[config.mk]
export PLATFORM = sky130hd
export DESIGN_NAME = ps2_host_tx
export DESIGN_NICKNAME = d
export VERILOG_FILES = /design/src/rtl/ps2_host_tx.sv
export SDC_FILE = /design/constraint.sdc
export NUM_CORES = 1
export LEC_CHECK = 0
export BUFFER_PORTS_ARGS = -buffer_cell sky130_fd_sc_hd__buf_2
export CAP_MARGIN = 20
export CORE_MARGIN = 2
export CORE_UTILIZATION = 61
export CTS_CLUSTER_SIZE = 24
export DETAILED_ROUTE_END_ITERATION = 10
export PLACE_DENSITY_LB_ADDON = 0.15
export SLEW_MARGIN = 40
export SYNTH_ARGS = -nofsm -noshare
export SYNTH_HDL_FRONTEND = slang
export SYNTH_SLANG_ARGS = --single-unit
[constraint.sdc]
create_clock -name clk -period 2.55 [get_ports clk]
set_input_delay 0.3825 -clock clk [delete_from_list [all_inputs] [get_ports clk]]
set_output_delay 0.3825 -clock clk [all_outputs]
set_load 0.02 [all_outputs]
[src/rtl/ps2_host_tx.sv]
// Host-to-device PS/2 command transmitter: inhibit, request-to-send, clock out 8 data bits,
// odd parity and stop on device falling edges, then check the device ACK.
module ps2_host_tx #(
  parameter int INHIBIT_CYCLES       = 10000,
  parameter int REQ_CYCLES           = 16,
  parameter int START_TIMEOUT_CYCLES = 1500000,
  parameter int XFER_TIMEOUT_CYCLES  = 200000,
  parameter int FILTER_CYCLES        = 8
) (
  input  logic       clk,
  input  logic       rst_n,
  input  logic [7:0] tx_data,
  input  logic       tx_valid,
  output logic       tx_ready,
  output logic       busy,
  output logic       tx_done,
  output logic       tx_err,
  output logic [1:0] err_code,
  input  logic       ps2_clk_in,
  input  logic       ps2_data_in,
  output logic       ps2_clk_oe,
  output logic       ps2_data_oe
);

  localparam int TMR_W = $clog2(START_TIMEOUT_CYCLES + 1);
  localparam int FLT_W = $clog2(FILTER_CYCLES + 1);

  localparam logic [TMR_W-1:0] INHIBIT_LAST = TMR_W'(INHIBIT_CYCLES - 1);
  localparam logic [TMR_W-1:0] REQ_LAST     = TMR_W'(REQ_CYCLES - 1);
  localparam logic [TMR_W-1:0] START_LAST   = TMR_W'(START_TIMEOUT_CYCLES - 1);
  localparam logic [TMR_W-1:0] XFER_LAST    = TMR_W'(XFER_TIMEOUT_CYCLES - 1);
  localparam logic [FLT_W-1:0] FLT_LAST     = FLT_W'(FILTER_CYCLES - 1);

  localparam logic [1:0] ERR_NO_CLK = 2'b01;
  localparam logic [1:0] ERR_XFER   = 2'b10;
  localparam logic [1:0] ERR_NACK   = 2'b11;

  typedef enum logic [2:0] {
    S_IDLE, S_INHIBIT, S_REQ, S_WAIT_CLK, S_SEND, S_WAIT_IDLE, S_DONE, S_ERR
  } state_t;

  state_t state_q, state_d;

  logic             clk_sync_p0, clk_sync_p1;
  logic             data_sync_p0, data_sync_p1;
  logic             clk_flt, clk_flt_d;
  logic [FLT_W-1:0] flt_cnt;
  logic             clk_fall;

  logic [TMR_W-1:0] tmr;
  logic [TMR_W-1:0] xfer_tmr;
  logic [FLT_W-1:0] idle_cnt;
  logic [3:0]       bit_n;
  logic [9:0]       oe_sh;
  logic             bit_oe;
  logic [1:0]       err_d;
  logic             accept;
  logic             shift_en;
  logic             line_idle;

  function automatic logic [TMR_W-1:0] sat_inc(input logic [TMR_W-1:0] v);
    return (v == {TMR_W{1'b1}}) ? v : v + 1'b1;
  endfunction

  // Stage p0/p1: two-flop synchronizers on the raw pins (idle level is high)
  always_ff @(posedge clk or negedge rst_n) begin
    if (!rst_n) begin
      clk_sync_p0  <= 1'b1;
      clk_sync_p1  <= 1'b1;
      data_sync_p0 <= 1'b1;
      data_sync_p1 <= 1'b1;
    end else begin
      clk_sync_p0  <= ps2_clk_in;
      clk_sync_p1  <= clk_sync_p0;
      data_sync_p0 <= ps2_data_in;
      data_sync_p1 <= data_sync_p0;
    end
  end

  // Stage p2: a new clock level is taken only after FILTER_CYCLES of agreement
  always_ff @(posedge clk or negedge rst_n) begin
    if (!rst_n) begin
      clk_flt   <= 1'b1;
      clk_flt_d <= 1'b1;
      flt_cnt   <= '0;
    end else begin
      clk_flt_d <= clk_flt;
      if (clk_sync_p1 == clk_flt) begin
        flt_cnt <= '0;
      end else if (flt_cnt == FLT_LAST) begin
        clk_flt <= clk_sync_p1;
        flt_cnt <= '0;
      end else begin
        flt_cnt <= flt_cnt + 1'b1;
      end
    end
  end

  assign clk_fall  = clk_flt_d & ~clk_flt;
  assign line_idle = clk_sync_p1 & data_sync_p1;

  always_comb begin
    state_d  = state_q;
    err_d    = err_code;
    accept   = 1'b0;
    shift_en = 1'b0;
    case (state_q)
      S_IDLE: begin
        if (tx_valid) begin
          accept  = 1'b1;
          state_d = S_INHIBIT;
        end
      end
      S_INHIBIT: if (tmr == INHIBIT_LAST) state_d = S_REQ;
      S_REQ:     if (tmr == REQ_LAST)     state_d = S_WAIT_CLK;
      S_WAIT_CLK: begin
        if (tmr == START_LAST) begin
          state_d = S_ERR;
          err_d   = ERR_NO_CLK;
        end else if (clk_fall) begin
          state_d  = S_SEND;
          shift_en = 1'b1;
        end
      end
      S_SEND: begin
        // A timeout landing on the same cycle as an edge takes precedence
        if (xfer_tmr == XFER_LAST) begin
          state_d = S_ERR;
          err_d   = ERR_XFER;
        end else if (clk_fall) begin
          if (bit_n == 4'd10) begin
            if (data_sync_p1) begin
              state_d = S_ERR;
              err_d   = ERR_NACK;
            end else begin
              state_d = S_WAIT_IDLE;
            end
          end else begin
            shift_en = 1'b1;
          end
        end
      end
      S_WAIT_IDLE: begin
        if (xfer_tmr == XFER_LAST) begin
          state_d = S_ERR;
          err_d   = ERR_XFER;
        end else if (line_idle && idle_cnt == FLT_LAST) begin
          state_d = S_DONE;
        end
      end
      S_DONE:  state_d = S_IDLE;
      S_ERR:   state_d = S_IDLE;
      default: state_d = S_IDLE;
    endcase
  end

  always_ff @(posedge clk or negedge rst_n) begin
    if (!rst_n) begin
      state_q  <= S_IDLE;
      tmr      <= '0;
      xfer_tmr <= '0;
      idle_cnt <= '0;
      bit_n    <= '0;
      err_code <= 2'b00;
    end else begin
      state_q  <= state_d;
      tmr      <= (state_d != state_q) ? '0 : sat_inc(tmr);
      // Transfer timer spans SEND and WAIT_IDLE, starting at the first device edge
      xfer_tmr <= (state_d == S_SEND && state_q != S_SEND) ? '0 : sat_inc(xfer_tmr);
      idle_cnt <= (state_q == S_WAIT_IDLE && line_idle) ? idle_cnt + 1'b1 : '0;
      if (shift_en) bit_n <= (state_q == S_WAIT_CLK) ? 4'd1 : bit_n + 4'd1;
      if (accept) begin
        err_code <= 2'b00;
      end else if (state_d == S_ERR && state_q != S_ERR) begin
        err_code <= err_d;
      end
    end
  end

  // Frame shifter holds pull-low enables: ~data LSB first, ~odd parity, released stop
  always_ff @(posedge clk) begin
    if (accept) begin
      oe_sh <= {1'b0, ^tx_data, ~tx_data};
    end else if (shift_en) begin
      bit_oe <= oe_sh[0];
      oe_sh  <= {1'b0, oe_sh[9:1]};
    end
  end

  assign tx_ready    = (state_q == S_IDLE);
  assign busy        = (state_q != S_IDLE);
  assign tx_done     = (state_q == S_DONE);
  assign tx_err      = (state_q == S_ERR);
  assign ps2_clk_oe  = (state_q == S_INHIBIT) || (state_q == S_REQ);
  assign ps2_data_oe = (state_q == S_REQ) || (state_q == S_WAIT_CLK) ||
                       ((state_q == S_SEND) && bit_oe);

endmodule

* After elaboration in Yosys (flattened, before gate mapping) *
Index checks and enable logic that the tools add are counted.
W data, S select, Z words.

cells by class
  $lt $le $gt $ge = 0
  multiplexer cells = 39
  reductions and logical operators = 18
  div/mod/pow operators = 0
  bitwise operators = 6
  add/sub/neg operators = 5
  shift operators = 0
  multipliers = 0
  eq/ne operators = 29

operators by type and width
  kind                     count
  $mux W21                 4
  $eq A21 B21 Y1 const B   3
  $add A21 B1 Y21 const B  2
  $mux W3                  10
  $eq A21 B14 Y1 const B   1
  $eq A21 B18 Y1 const B   1
  $eq A21 B4 Y1 const B    1
  $pmux W3 S7              1
  $eq A3 B3 Y1 const B     6
  $mux W2                  9
  $mux W9                  2
  $mux W4                  4
  $add A4 B1 Y4 const B    3
  $ne A3 B3 Y1 const B     4
  $ne A4 B4 Y1 const B     3
  $eq A4 B3 Y1 const B     2
  $not A8 Y8               1
  $reduce_xor A8 Y1        1
  $mux W1                  7
  $reduce_and A7 Y1        1
  $eq A3 B2 Y1 const B     2
  $pmux W2 S3              1
  $logic_and A1 B1 Y1      5
  $eq A4 B4 Y1 const B     1
  other kinds (14)         22

word-level totals
  memories kept = 0
  flip-flop bits (word level) = 75
  logic and storage cells = 112
  RAM bits = 0
  ROM bits = 0
  bits in latches = 0
  output and inout port bits = 8

* Logic depth before layout (Yosys ltp) *
  word-level depth = 9
  gate-level depth with buffers = 9

* Worst setup path after synthesis *
Ideal clock, no wire load.

  path type = register -> register
  from = register state_q[2]
  to = register oe_sh[0], enable pin
  arrival = 1,807 ps
  cell stages (with the launch flop) = 6
  clock period less this slack = 2,142 ps
  data required time = 2,216 ps
  library setup time = 334 ps
  setup slack = 408 ps
  cell sequence = dfrtp_1 -> clkbuf_1 -> nor3_1 -> nand2_1 -> clkbuf_1 -> nand2_1

between the ends
  word-level cells in the longest chain between the ends = 3
  elaborated cells between the ends (all ways) = 6
  those cells by class = 2 x eq/ne; 2 x mux; 2 x reduce/logical

ends and longest elaborated chain
  what                          RTL line  RTL
  start, declared               42        state_t state_q, state_d;
  start signal, assigned        166       state_q <= state_d;
  $logic_not A3 Y1              --
  via tx_ready                  14        output logic tx_ready,
  $mux W1                       107       case (state_q)
  $reduce_bool A2 Y1 (no line)  --
  end signal, assigned          183       oe_sh <= {1'b0, ^tx_data, ~tx_data};
  end signal, assigned          186       oe_sh <= {1'b0, oe_sh[9:1]};
  end, declared                 54        logic [9:0] oe_sh;

The timed path passes the listed nets, and every way through them passes these cells.
A chain may end at the register's enable or synchronous reset.

* Worst setup path in the final report *
  from = register xfer_tmr[12]
  to = register oe_sh[2], enable pin

between the ends
  word-level cells in the longest chain between the ends = 4

ends and longest elaborated chain
  what                          RTL line  RTL
  start, declared               51        logic [TMR_W-1:0] xfer_tmr;
  start signal, assigned        169       xfer_tmr <= (state_d == S_SEND && state_q != S_SEND) ? '0 : sat_inc(xfer_tmr);
  $eq A21 B18 Y1                127       if (xfer_tmr == XFER_LAST) begin
  $mux W1                       127
  $pmux W1 S2                   107
  $reduce_bool A2 Y1 (no line)  --

Every way passes these cells.

==> results.toml <==
[outcome]
status = "complete, no violations"

[cts]
cts_buffer_depth = 2
path_clk_slew_ps = 80
cts-buffers-inserted = 9
clock_latency_ps = 350
cts.sinks = 75
root_buffer = "clkbuf_8"
cts_resized = 0
cts_setup_buffers = 0
cts_tree = "yes"
h-tree-depth = 3
cts_hold_buf = 0

[critical_path]
endpoint_kind = "register"
r2r_start = "xfer_tmr[12]"
endpoint = "oe_sh[2]"
slowest_delay_ps = 550
ff2ff_path_depth = 6
cpMaxStageDelayCell = "or4b_1"
rrSetupSlack_ps = 170
crit_type = "register to register"
path_cells = "or4b_1, nor3_2, nand3_2, and3_4, o21ai_4, nand2_1"
cp-startpoint = "xfer_tmr[12]"
critPathMaxFanout = 9
worstPathArrival_ps = 2400
required_ps = 2570
r2r-end = "oe_sh[2]"
cp-start-kind = "register"

[sta]
report.final.slew_viol_count = 0
fmax_ghz = 0.4207
max_slew.worst_pin.slew_ps = 656.9
clock_skew_ps = 13.53
relSlewSlack = 0.5621
layout_min_cycle_time_ps = 2377
finalSetupTns_ps = 0
finalHoldViolations = 0
setup_viol_count_final = 0
rsz0062_at_grt = "false"
fin_crit_sh = 0.9321

[cells_and_area]
diodes = 0
syn_to_final_growth_pct = 12.10
final_area_mm2 = 0.004382
fin_util = 0.6980
final.fill_count = 503
drive_above_1_share = 0.1636
fin_nets = 454

[logic_synthesis]
ys_seq_area_frac = 0.4949
synth-edff-count = 10
yosysMostFrequentCell = "nor2_1"
synth_warnings = 0
yosys.area.top_type = "dfrtp_1"
synth_flop_cell = "dfrtp_1"
netlist_area_mm2 = 0.003909
ys_top_cells_by_area = "dfrtp_1 (38%), edfxtp_1 (7.7%), nor2_1 (6.2%)"
synth_nets = 421
ys_seq_elements = 75
synthDistinctLibCells = 55
synth_top_cell_area_share = 0.3777
async_reset_ff_frac = 0.8667
synthCells = 402
synth_commonest_cells = "nor2_1 (65), dfrtp_1 (59), nand2_1 (41)"
avgSynthCellArea_um2 = 9.723

[die]
die_w_um = 84.05
core_area_mm2 = 0.006277
rows = 29
fp.dieArea_mm2 = 0.007064
die_h_um = 84.05
initial_core_util = 0.6227
ioPinCount = 21

[worst_hold_path]
hold_path.class = "primary input to asynchronous set/reset pin"

[detailed_routing]
drc = 0
drt_pass1_iterations = 4
vias = 2979
drtIter0Drc = 243
viasPerCell = 5.762
wl_per_cell_um = 15.04
totalWireLength_um = 7777
ant_nets = 0

[placement]
place.gp.congestion = 0.8877
portBuffers = 20
place_area_mm2 = 0.004164
dp_hpwl_um = 5482

[global_route]
grt_pass1_vias = 2980
grt_start_max_net_pins = 38
antenna_found_initial = 0
grt_overflow_total = 0
grt_usage = 0.2413
grt_pass1_wl_um = 13720

[power_and_ir_drop]
power.leakage_nw = 1.865
ir_worst_vdd_mv = 0.3527
p_per_area_mw_per_mm2 = 553.0
total_power_mw = 2.423

[flow_run]
max-cap-violations = 0
placed cells by master, fill, tap and decap left out, drive strengths merged, types with 3 or more instances in the layout:
cell	netlist	routed
nor2	65	65
dfrtp	59	59
nand2	41	41
buf	4	32
xor2	22	22
nand3	22	22
xnor2	20	20
nand4	19	19
o21ai	17	17
and3	14	14
nor3	11	11
inv	11	11
nor4	11	11
edfxtp	10	10
clkbuf	6	10
a21oi	8	8
mux2i	7	7
ha	6	6
dfstp	6	6
nand3b	4	4
or4	4	4
nor2b	3	3
a31oi	3	3
clkinv	0	3
worst max-delay path, delay by kind of cell, from the launching register on:
kind	cells	cell delay, ps
AND/OR/NAND/NOR	5	1440
flip-flops	1	420
AO/OA/AOI/OAI	1	190
registers in the layout (all words and copies together), names as in the netlist:
| name | flops |
|---|---|
| bit_oe | 1 |
| oe_sh | 9 |
| data_sync_p0 | 1 |
| xfer_tmr | 21 |
| tmr | 21 |
| err_code | 2 |
| clk_flt_d | 1 |
| clk_flt | 1 |
| flt_cnt | 4 |
| state_q | 3 |
| data_sync_p1 | 1 |
| idle_cnt | 4 |
| clk_sync_p1 | 1 |
| bit_n | 4 |
| clk_sync_p0 | 1 |
kinds of logic after synthesis:
kind of cell / Yosys count / synth area share
AO/OA/AOI/OAI: 40 / 0.06594
XOR/XNOR: 42 / 0.09411
adder cells (fa/ha/maj): 6 / 0.01921
buffers and inverters: 21 / 0.02305
flip-flops: 75 / 0.4949
multiplexers: 9 / 0.02465
AND/OR/NAND/NOR: 209 / 0.2782
where the power goes:
part           switching [mW]  internal, mW
Combinational          0.0777        0.0623
Clock                   0.445         0.553
Sequential             0.0295          1.26
how the worst min path moves through the flow:
stage                               to  slack (ps)  cells after the start
after floorplan               bit_n[0]          90                      0
after global placement    data_sync_p1         360                      0
after detailed placement  data_sync_p1         360                      0
after CTS                  xfer_tmr[4]          70                      1
after global routing       xfer_tmr[4]          90                      1
final                      xfer_tmr[4]          50                      1
cell type report:
type                    count  area (um^2)  area share
clock inverters             6        90.09     0.02056
inverters                  11        41.29    0.009423
clock buffers              10        127.6     0.02913
well taps                  77        96.34     0.02199
flip-flops and latches     75         1934      0.4415
multi-input cells         306         1889      0.4312
repair buffers             32        202.7     0.04626
metrics by stage:
stage / std cells / setup WS (ps) / hold WS (ps)
final: 517 / 173.2 / 48.68
after CTS: 517 / 172.5 / 66.27
after global routing: 517 / 20.26 / 85.73
after detailed placement: 501 / 200.9 / 359.8
after global placement: 501 / 271.5 / 360.1
after floorplan: 402 / 408.5 / 86.91
metal layers:
| metal | global-route usage | routed length (um) | part of all wire |
|---|---|---|---|
| met5 | 0 | 0 | 0 |
| met4 | 0.08504 | 137 | 0.018 |
| met3 | 0.04550 | 282 | 0.036 |
| met2 | 0.3939 | 3739 | 0.48 |
| met1 | 0.3231 | 3617 | 0.47 |
Note: power is estimated with default switching activity, not from simulation.
